--- config.mk ---
export PLATFORM = sky130hd
export DESIGN_NAME = dpe_demux_n
export DESIGN_NICKNAME = d
export VERILOG_FILES = /design/src/rtl/dpe_pkg.sv /design/src/rtl/dpe_demux_fork.sv /design/src/rtl/dpe_demux_n.sv
export SDC_FILE = /design/constraint.sdc
export NUM_CORES = 1
export LEC_CHECK = 0
export CORE_UTILIZATION = 32
export DETAILED_ROUTE_END_ITERATION = 8
export DONT_BUFFER_PORTS = 1
export GPL_TIMING_DRIVEN = 0
export MAX_ROUTING_LAYER = met4
export PLACE_DENSITY = 0.51
export SLEW_MARGIN = 20
export SYNTH_ARGS = -nofsm -noshare
export SYNTH_HDL_FRONTEND = slang
export SYNTH_SLANG_ARGS = --single-unit
--- constraint.sdc ---
create_clock -name clk -period 1.8 [get_ports clk]
set_clock_uncertainty 0.05 [all_clocks]
set_input_delay 0.45 -clock clk [delete_from_list [all_inputs] [get_ports clk]]
set_output_delay 0.45 -clock clk [all_outputs]
set_load 0.005 [all_outputs]
--- src/rtl/dpe_pkg.sv ---
// dpe_pkg: shared types and defaults for the DPE egress demultiplexer.
//   dpe_demux_state_t : route FSM states (IDLE, FWD, DROP)
//   DPE_ADDR_BCAST    : default destination value that selects every output
package dpe_pkg;

  localparam int DPE_NUM_PORTS  = 5;
  localparam int DPE_DATA_W     = 128;
  localparam int DPE_ADDR_W     = 3;
  localparam int DPE_ADDR_BCAST = 7;
  localparam int DPE_CNT_W      = 16;

  typedef enum logic [1:0] {
    IDLE = 2'd0,
    FWD  = 2'd1,
    DROP = 2'd2
  } dpe_demux_state_t;

endpackage

--- src/rtl/dpe_demux_fork.sv ---
// dpe_demux_fork: single-beat output buffer with an eager per-output fork.
// A loaded beat is presented on every output whose pend bit is set; each output
// clears its own pend bit on handshake, so a slow output never holds back the
// others. The buffer frees once all pend bits have cleared.
// Ports:
//   clk, rst                 clock, synchronous active-high reset
//   load, load_mask          store the beat_* fields, pend <= load_mask
//   beat_*                   beat fields to store (data/keep/last/tuser)
//   m_tvalid / m_tready      per-output handshake
//   m_tdata .. m_tuser_dst   shared registered beat
//   buf_vld                  buffer holds a beat
//   space                    buffer can take a new beat this clk (~buf_vld | done)
module dpe_demux_fork
  import dpe_pkg::*;
#(
  parameter int NUM_PORTS = DPE_NUM_PORTS,
  parameter int DATA_W    = DPE_DATA_W,
  parameter int ADDR_W    = DPE_ADDR_W,
  parameter int KEEP_W    = DATA_W / 8
) (
  input  logic                 clk,
  input  logic                 rst,
  input  logic                 load,
  input  logic [NUM_PORTS-1:0] load_mask,
  input  logic [DATA_W-1:0]    beat_tdata,
  input  logic [KEEP_W-1:0]    beat_tkeep,
  input  logic                 beat_tlast,
  input  logic                 beat_tuser_bypass_all,
  input  logic                 beat_tuser_bypass_stage,
  input  logic [ADDR_W-1:0]    beat_tuser_src,
  input  logic [ADDR_W-1:0]    beat_tuser_dst,
  output logic [NUM_PORTS-1:0] m_tvalid,
  input  logic [NUM_PORTS-1:0] m_tready,
  output logic [DATA_W-1:0]    m_tdata,
  output logic [KEEP_W-1:0]    m_tkeep,
  output logic                 m_tlast,
  output logic                 m_tuser_bypass_all,
  output logic                 m_tuser_bypass_stage,
  output logic [ADDR_W-1:0]    m_tuser_src,
  output logic [ADDR_W-1:0]    m_tuser_dst,
  output logic                 buf_vld,
  output logic                 space
);

  logic [NUM_PORTS-1:0] pend;
  logic                 done;

  assign m_tvalid = pend & {NUM_PORTS{buf_vld}};
  // Every still-pending output is taking the beat this clk.
  assign done     = buf_vld & ((pend & ~m_tready) == '0);
  assign space    = ~buf_vld | done;

  always_ff @(posedge clk) begin
    if (rst) begin
      buf_vld              <= 1'b0;
      pend                 <= '0;
      m_tdata              <= '0;
      m_tkeep              <= '0;
      m_tlast              <= 1'b0;
      m_tuser_bypass_all   <= 1'b0;
      m_tuser_bypass_stage <= 1'b0;
      m_tuser_src          <= '0;
      m_tuser_dst          <= '0;
    end else if (load) begin
      // load is only raised when space is set, so the old beat is fully taken.
      buf_vld              <= 1'b1;
      pend                 <= load_mask;
      m_tdata              <= beat_tdata;
      m_tkeep              <= beat_tkeep;
      m_tlast              <= beat_tlast;
      m_tuser_bypass_all   <= beat_tuser_bypass_all;
      m_tuser_bypass_stage <= beat_tuser_bypass_stage;
      m_tuser_src          <= beat_tuser_src;
      m_tuser_dst          <= beat_tuser_dst;
    end else begin
      pend <= pend & ~(m_tvalid & m_tready);
      if (done) begin
        buf_vld <= 1'b0;
      end
    end
  end

endmodule

--- src/rtl/dpe_demux_n.sv ---
// dpe_demux_n: N-port AXIS packet demultiplexer for the DPE egress path.
// The route is taken from s_tuser_dst on the first beat of each packet and held
// until tlast: dst < NUM_PORTS selects one output, dst == BCAST_ADDR selects all,
// anything else drops the whole packet (counted in drop_cnt).
// Optional feature macro: DPE_DEMUX_STATS_EN enables the saturating drop counter;
// without it drop_cnt is tied to zero.
// Ports:
//   clk, rst                       clock, synchronous active-high reset
//   s_tvalid/s_tready, s_t*        input stream and sideband
//   m_tvalid/m_tready [NUM_PORTS]  per-output handshake
//   m_tdata .. m_tuser_dst         shared registered beat, common to all outputs
//   drop_cnt                       dropped-packet count
//
// state | meaning
// IDLE  | waiting for the first beat of a packet
// FWD   | mid-packet, beats go to the locked route
// DROP  | mid-packet with unmapped destination, beats discarded
module dpe_demux_n
  import dpe_pkg::*;
#(
  parameter int NUM_PORTS  = DPE_NUM_PORTS,
  parameter int DATA_W     = DPE_DATA_W,
  parameter int ADDR_W     = DPE_ADDR_W,
  parameter int BCAST_ADDR = DPE_ADDR_BCAST,
  parameter int CNT_W      = DPE_CNT_W,
  parameter int KEEP_W     = DATA_W / 8
) (
  input  logic                 clk,
  input  logic                 rst,
  input  logic                 s_tvalid,
  output logic                 s_tready,
  input  logic [DATA_W-1:0]    s_tdata,
  input  logic [KEEP_W-1:0]    s_tkeep,
  input  logic                 s_tlast,
  input  logic                 s_tuser_bypass_all,
  input  logic                 s_tuser_bypass_stage,
  input  logic [ADDR_W-1:0]    s_tuser_src,
  input  logic [ADDR_W-1:0]    s_tuser_dst,
  output logic [NUM_PORTS-1:0] m_tvalid,
  input  logic [NUM_PORTS-1:0] m_tready,
  output logic [DATA_W-1:0]    m_tdata,
  output logic [KEEP_W-1:0]    m_tkeep,
  output logic                 m_tlast,
  output logic                 m_tuser_bypass_all,
  output logic                 m_tuser_bypass_stage,
  output logic [ADDR_W-1:0]    m_tuser_src,
  output logic [ADDR_W-1:0]    m_tuser_dst,
  output logic [CNT_W-1:0]     drop_cnt
);

  dpe_demux_state_t     state;
  logic [NUM_PORTS-1:0] route;
  logic [NUM_PORTS-1:0] first_mask;
  logic [NUM_PORTS-1:0] load_mask;
  logic                 mapped;
  logic                 accept;
  logic                 load;
  logic                 space;
  logic                 buf_vld;

  // Route implied by s_tuser_dst if the current beat is a first beat.
  always_comb begin
    first_mask = '0;
    mapped     = 1'b0;
    if (s_tuser_dst == ADDR_W'(BCAST_ADDR)) begin
      first_mask = '1;
      mapped     = 1'b1;
    end else begin
      for (int i = 0; i < NUM_PORTS; i++) begin
        if (s_tuser_dst == ADDR_W'(i)) begin
          first_mask[i] = 1'b1;
          mapped        = 1'b1;
        end
      end
    end
  end

  // Discarded beats never touch the buffer, so they are accepted even while
  // the buffer is still draining a previous packet.
  always_comb begin
    s_tready = 1'b1;
    case (state)
      IDLE:    s_tready = mapped ? space : 1'b1;
      FWD:     s_tready = space;
      DROP:    s_tready = 1'b1;
      default: s_tready = 1'b1;
    endcase
  end

  assign accept    = s_tvalid & s_tready;
  assign load      = accept & ((state == FWD) | ((state == IDLE) & mapped));
  assign load_mask = (state == FWD) ? route : first_mask;

  always_ff @(posedge clk) begin
    if (rst) begin
      state <= IDLE;
      route <= '0;
    end else if (accept) begin
      case (state)
        IDLE: begin
          if (mapped) begin
            route <= first_mask;
            if (!s_tlast) state <= FWD;
          end else if (!s_tlast) begin
            state <= DROP;
          end
        end
        FWD:     if (s_tlast) state <= IDLE;
        DROP:    if (s_tlast) state <= IDLE;
        default: state <= IDLE;
      endcase
    end
  end

`ifdef DPE_DEMUX_STATS_EN
  logic drop_evt;

  // A packet is dropped when its tlast is discarded, including a single-beat
  // unmapped packet seen in IDLE.
  assign drop_evt = accept & s_tlast &
                    ((state == DROP) | ((state == IDLE) & ~mapped));

  always_ff @(posedge clk) begin
    if (rst) begin
      drop_cnt <= '0;
    end else if (drop_evt && (drop_cnt != '1)) begin
      drop_cnt <= drop_cnt + 1'b1;
    end
  end
`else
  assign drop_cnt = '0;
`endif

  dpe_demux_fork #(
    .NUM_PORTS (NUM_PORTS),
    .DATA_W    (DATA_W),
    .ADDR_W    (ADDR_W),
    .KEEP_W    (KEEP_W)
  ) u_fork (
    .clk                     (clk),
    .rst                     (rst),
    .load                    (load),
    .load_mask               (load_mask),
    .beat_tdata              (s_tdata),
    .beat_tkeep              (s_tkeep),
    .beat_tlast              (s_tlast),
    .beat_tuser_bypass_all   (s_tuser_bypass_all),
    .beat_tuser_bypass_stage (s_tuser_bypass_stage),
    .beat_tuser_src          (s_tuser_src),
    .beat_tuser_dst          (s_tuser_dst),
    .m_tvalid                (m_tvalid),
    .m_tready                (m_tready),
    .m_tdata                 (m_tdata),
    .m_tkeep                 (m_tkeep),
    .m_tlast                 (m_tlast),
    .m_tuser_bypass_all      (m_tuser_bypass_all),
    .m_tuser_bypass_stage    (m_tuser_bypass_stage),
    .m_tuser_src             (m_tuser_src),
    .m_tuser_dst             (m_tuser_dst),
    .buf_vld                 (buf_vld),
    .space                   (space)
  );

endmodule

==> run_results.csv <==
group,metric,value,unit
power,p_int,7.28,mW
yosys,synth.cell_area,7790,um2
timing,final_hold_viol_count,0,
floorplanning,die_h,158,um
clock_network,clock-root-buffer,"clkbuf_16",
yosys,async_flop_share,0,
global_routing,track_usage,0.175,
floorplanning,core_area,23700,um2
critical_path,cp.arrival,2310,ps
detailed_routing,via_count,5301,
floorplanning,die_w,158,um
clock_network,cts_tree,"yes",
global_routing,grt_pass1_wl,31700,um
power,powerDensity,1050,nW/um2
timing,grt_setup_unrepaired,"true",
timing,setup_viol,164,
global_routing,grt_pass1_vias,5410,
yosys,synth-warning-count,0,
clock_network,path_clk_slew,80,ps
placement,pre_cts_slack,-651,ps
detailed_routing,drt_iter0_drc,181,
placement,placed_area,8270,um2
outcome,status,"complete, but fails checks",
detailed_routing,drtAntennaViolNets,0,
yosys,synth.yosys.seq_area_share,0.427,
power,p_seq_frac,0.432,
clock_network,cts_buffers,17,
floorplanning,dieArea,25000,um2
layout,fin_nets,1014,
clock_network,clkSinkCount,166,
critical_path,critPathKind,"reg2reg",
detailed_routing,drt-vias-per-instance,4.48,
layout,diodes,0,
power,vdd_drop_max,0.000565,V
power,p_sw_frac,0.278,
timing,slew_headroom,0.571,
power,switchingPower,2.80,mW
yosys,synth_cell_types,33,
timing,worst_pin_slew,635,ps
yosys,synth_ff_type,"dfxtp_1",
clock_network,cts_hold_buf,0,
power,clkPwrFrac,0.375,
layout,area.growth.synth_to_final,23.5,%
critical_path,start_kind,"register",
global_routing,grt_max_degree,17,
placement,gp_routability_congestion,0.696,
timing,fin_crit_sh,1.12,
detailed_routing,drtPass1Iterations,4,
placement,port_buffers,0,
flow_run,max-cap-violations,0,
min_path,hp-class,"in2reg",
timing,min_period,2020,ps
timing,slew_violations,0,
critical_path,critPathCaptureType,"register",
timing,fin_ws,-218,ps
floorplanning,ios,336,
clock_network,clk_latency,420,ps
outcome,violations,"negative setup slack",
layout,fin_area,9620,um2
power,p_leak,3.77,nW
critical_path,crit_fanout,5,
global_routing,antenna_found_initial,0,
detailed_routing,drc_errors,0,
yosys,synth_edf_count,0,
global_routing,overflow,0,
yosys,avgSynthCellArea,9.92,um2
timing,fmax,496,MHz
clock_network,htreeDepth,4,
floorplanning,num_rows,56,
layout,drive_above_1_share,0.145,
power,p_comb_frac,0.194,
yosys,netlist_instances,785,
floorplanning,initial_core_util,0.329,
placement,dpl.cell_count,1119,
critical_path,worstPathRequired,2090,ps
detailed_routing,wirelength,21600,um
layout,stdcell_count,1183,
yosys,synth_seq_cells,166,
placement,hpwl,15100,um
clock_network,cts_buffer_depth,2,
detailed_routing,wire_per_inst,18.2,um
==> state kept, by name (all words and copies together), names as in the netlist <==
signal	count
u_fork.m_tuser_dst	3
state	2
u_fork.m_tuser_src	3
u_fork.m_tlast	1
u_fork.pend	5
route	5
u_fork.m_tuser_bypass_all	1
u_fork.m_tuser_bypass_stage	1
u_fork.m_tkeep	16
u_fork.m_tdata	128
u_fork.buf_vld	1
==> cell type report <==
class                           instances  area [um2]
Fill cell                            2357       14100
Multi-Input combinational cell        555        4120
Sequential cell                       166        3330
Timing Repair Buffer                   37         637
Buffer                                 67         512
Clock buffer                           19         433
Tap cell                              319         399
Clock inverter                         13         164
Inverter                                7        26.3
==> per-layer routing <==
layer / global-route usage / vias to the layer above / wire length (um)
li1: - / 2651 / -
met1: 0.202 / 2449 / 9220
met2: 0.289 / 192 / 10300
met3: 0.0652 / 9 / 1870
met4: 0.0371 / 0 / 147
met5: - / - / 0
==> cells in the mapped netlist (2+ instances only) <==
master | number | area (um2)
buf_4 | 19 | 143
inv_1 | 7 | 26.3
ha_1 | 2 | 25.0
mux2_2 | 5 | 56.3
mux2i_1 | 160 | 1600
a21oi_1 | 2 | 10.0
nor2_1 | 9 | 33.8
a211o_1 | 4 | 35.0
dfxtp_1 | 166 | 3320
nand2_1 | 11 | 41.3
and2_1 | 5 | 31.3
nor2b_1 | 6 | 37.5
xnor2_1 | 2 | 17.5
clkbuf_1 | 39 | 146
buf_6 | 14 | 158
o21ai_0 | 5 | 25.0
nand2b_1 | 313 | 1960
==> power groups by stage <==
stage / Sequential, mW / Combinational, mW / Clock, mW
final: 4.36 / 1.95 / 3.78
after global routing: 4.40 / 2.13 / 4.10
after CTS: 4.36 / 2.16 / 3.94
after detailed placement: 4.44 / 1.39 / 0
after global placement: 4.45 / 1.38 / 0
after floorplan: 4.33 / 1.14 / 0
==> cells by family (layout without fill, tap and decap cells) <==
kind of cell / count (synthesis) / in the layout / synth area share
DFF: 166 / 166 / 0.427
and+or+nand+nor: 349 / 349 / 0.274
xor gates and xnor gates: 3 / 3 / 0.00337
AOI/OAI and AO/OA: 20 / 20 / 0.0182
adders and majority gates: 2 / 2 / 0.00321
muxes: 165 / 165 / 0.213
buffers and inverters: 79 / 143 / 0.0607
other: 1 / 16 / 0.000482
==> per-stage QoR <==
step,hold WS [ps],utilization,setup TNS [ps],power (mW)
floorplan,415,-,-1190,5.47
global placement,430,0.349,-74320,5.82
detailed placement,432,0.349,-80840,5.83
CTS,102,0.415,-18830,10.5
global route,101,0.406,-32620,10.6
finish,123,0.406,-17340,10.1
==> critical path, cell delays in order (launching register included) <==
cell and delay, ps:
dfxtp_2 320, inv_2 50, nor2_2 40, o41a_1 530, a21oi_4 230, buf_6 160
buf_12 130, buf_12 110, buf_12 120, mux2i_1 180
==> final timing paths <==
kind	cells after the start	slack [ps]	end	from
worst max-delay path	9	-220	u_fork.m_tuser_dst[2]	u_fork.pend[3]
worst min-delay path	2	120	u_fork.m_tdata[21]	s_tdata[21]
worst max register to register	9	-220	u_fork.m_tuser_dst[2]	u_fork.pend[3]
worst min register to register	2	440	state[0]	state[0]
==> layout by cell type (no fill, tap or decap), types with 10 or more instances in the layout <==
cell type	Yosys	routed
conb_1	1	16
clkbuf_16	0	19
nand2_1	11	10
buf_4	19	22
mux2i_1	160	160
clkbuf_1	39	37
nand2b_1	313	313
buf_12	0	27
dfxtp_1	166	163
==> what timing repair did <==
action                     4_1_cts  5_1_grt
gates resized for setup         81       12
setup endpoints to repair      170      164
buffers inserted                24        8
cloned                          15        2
pin swaps                        4        1
(Power assumes the default switching activity.)
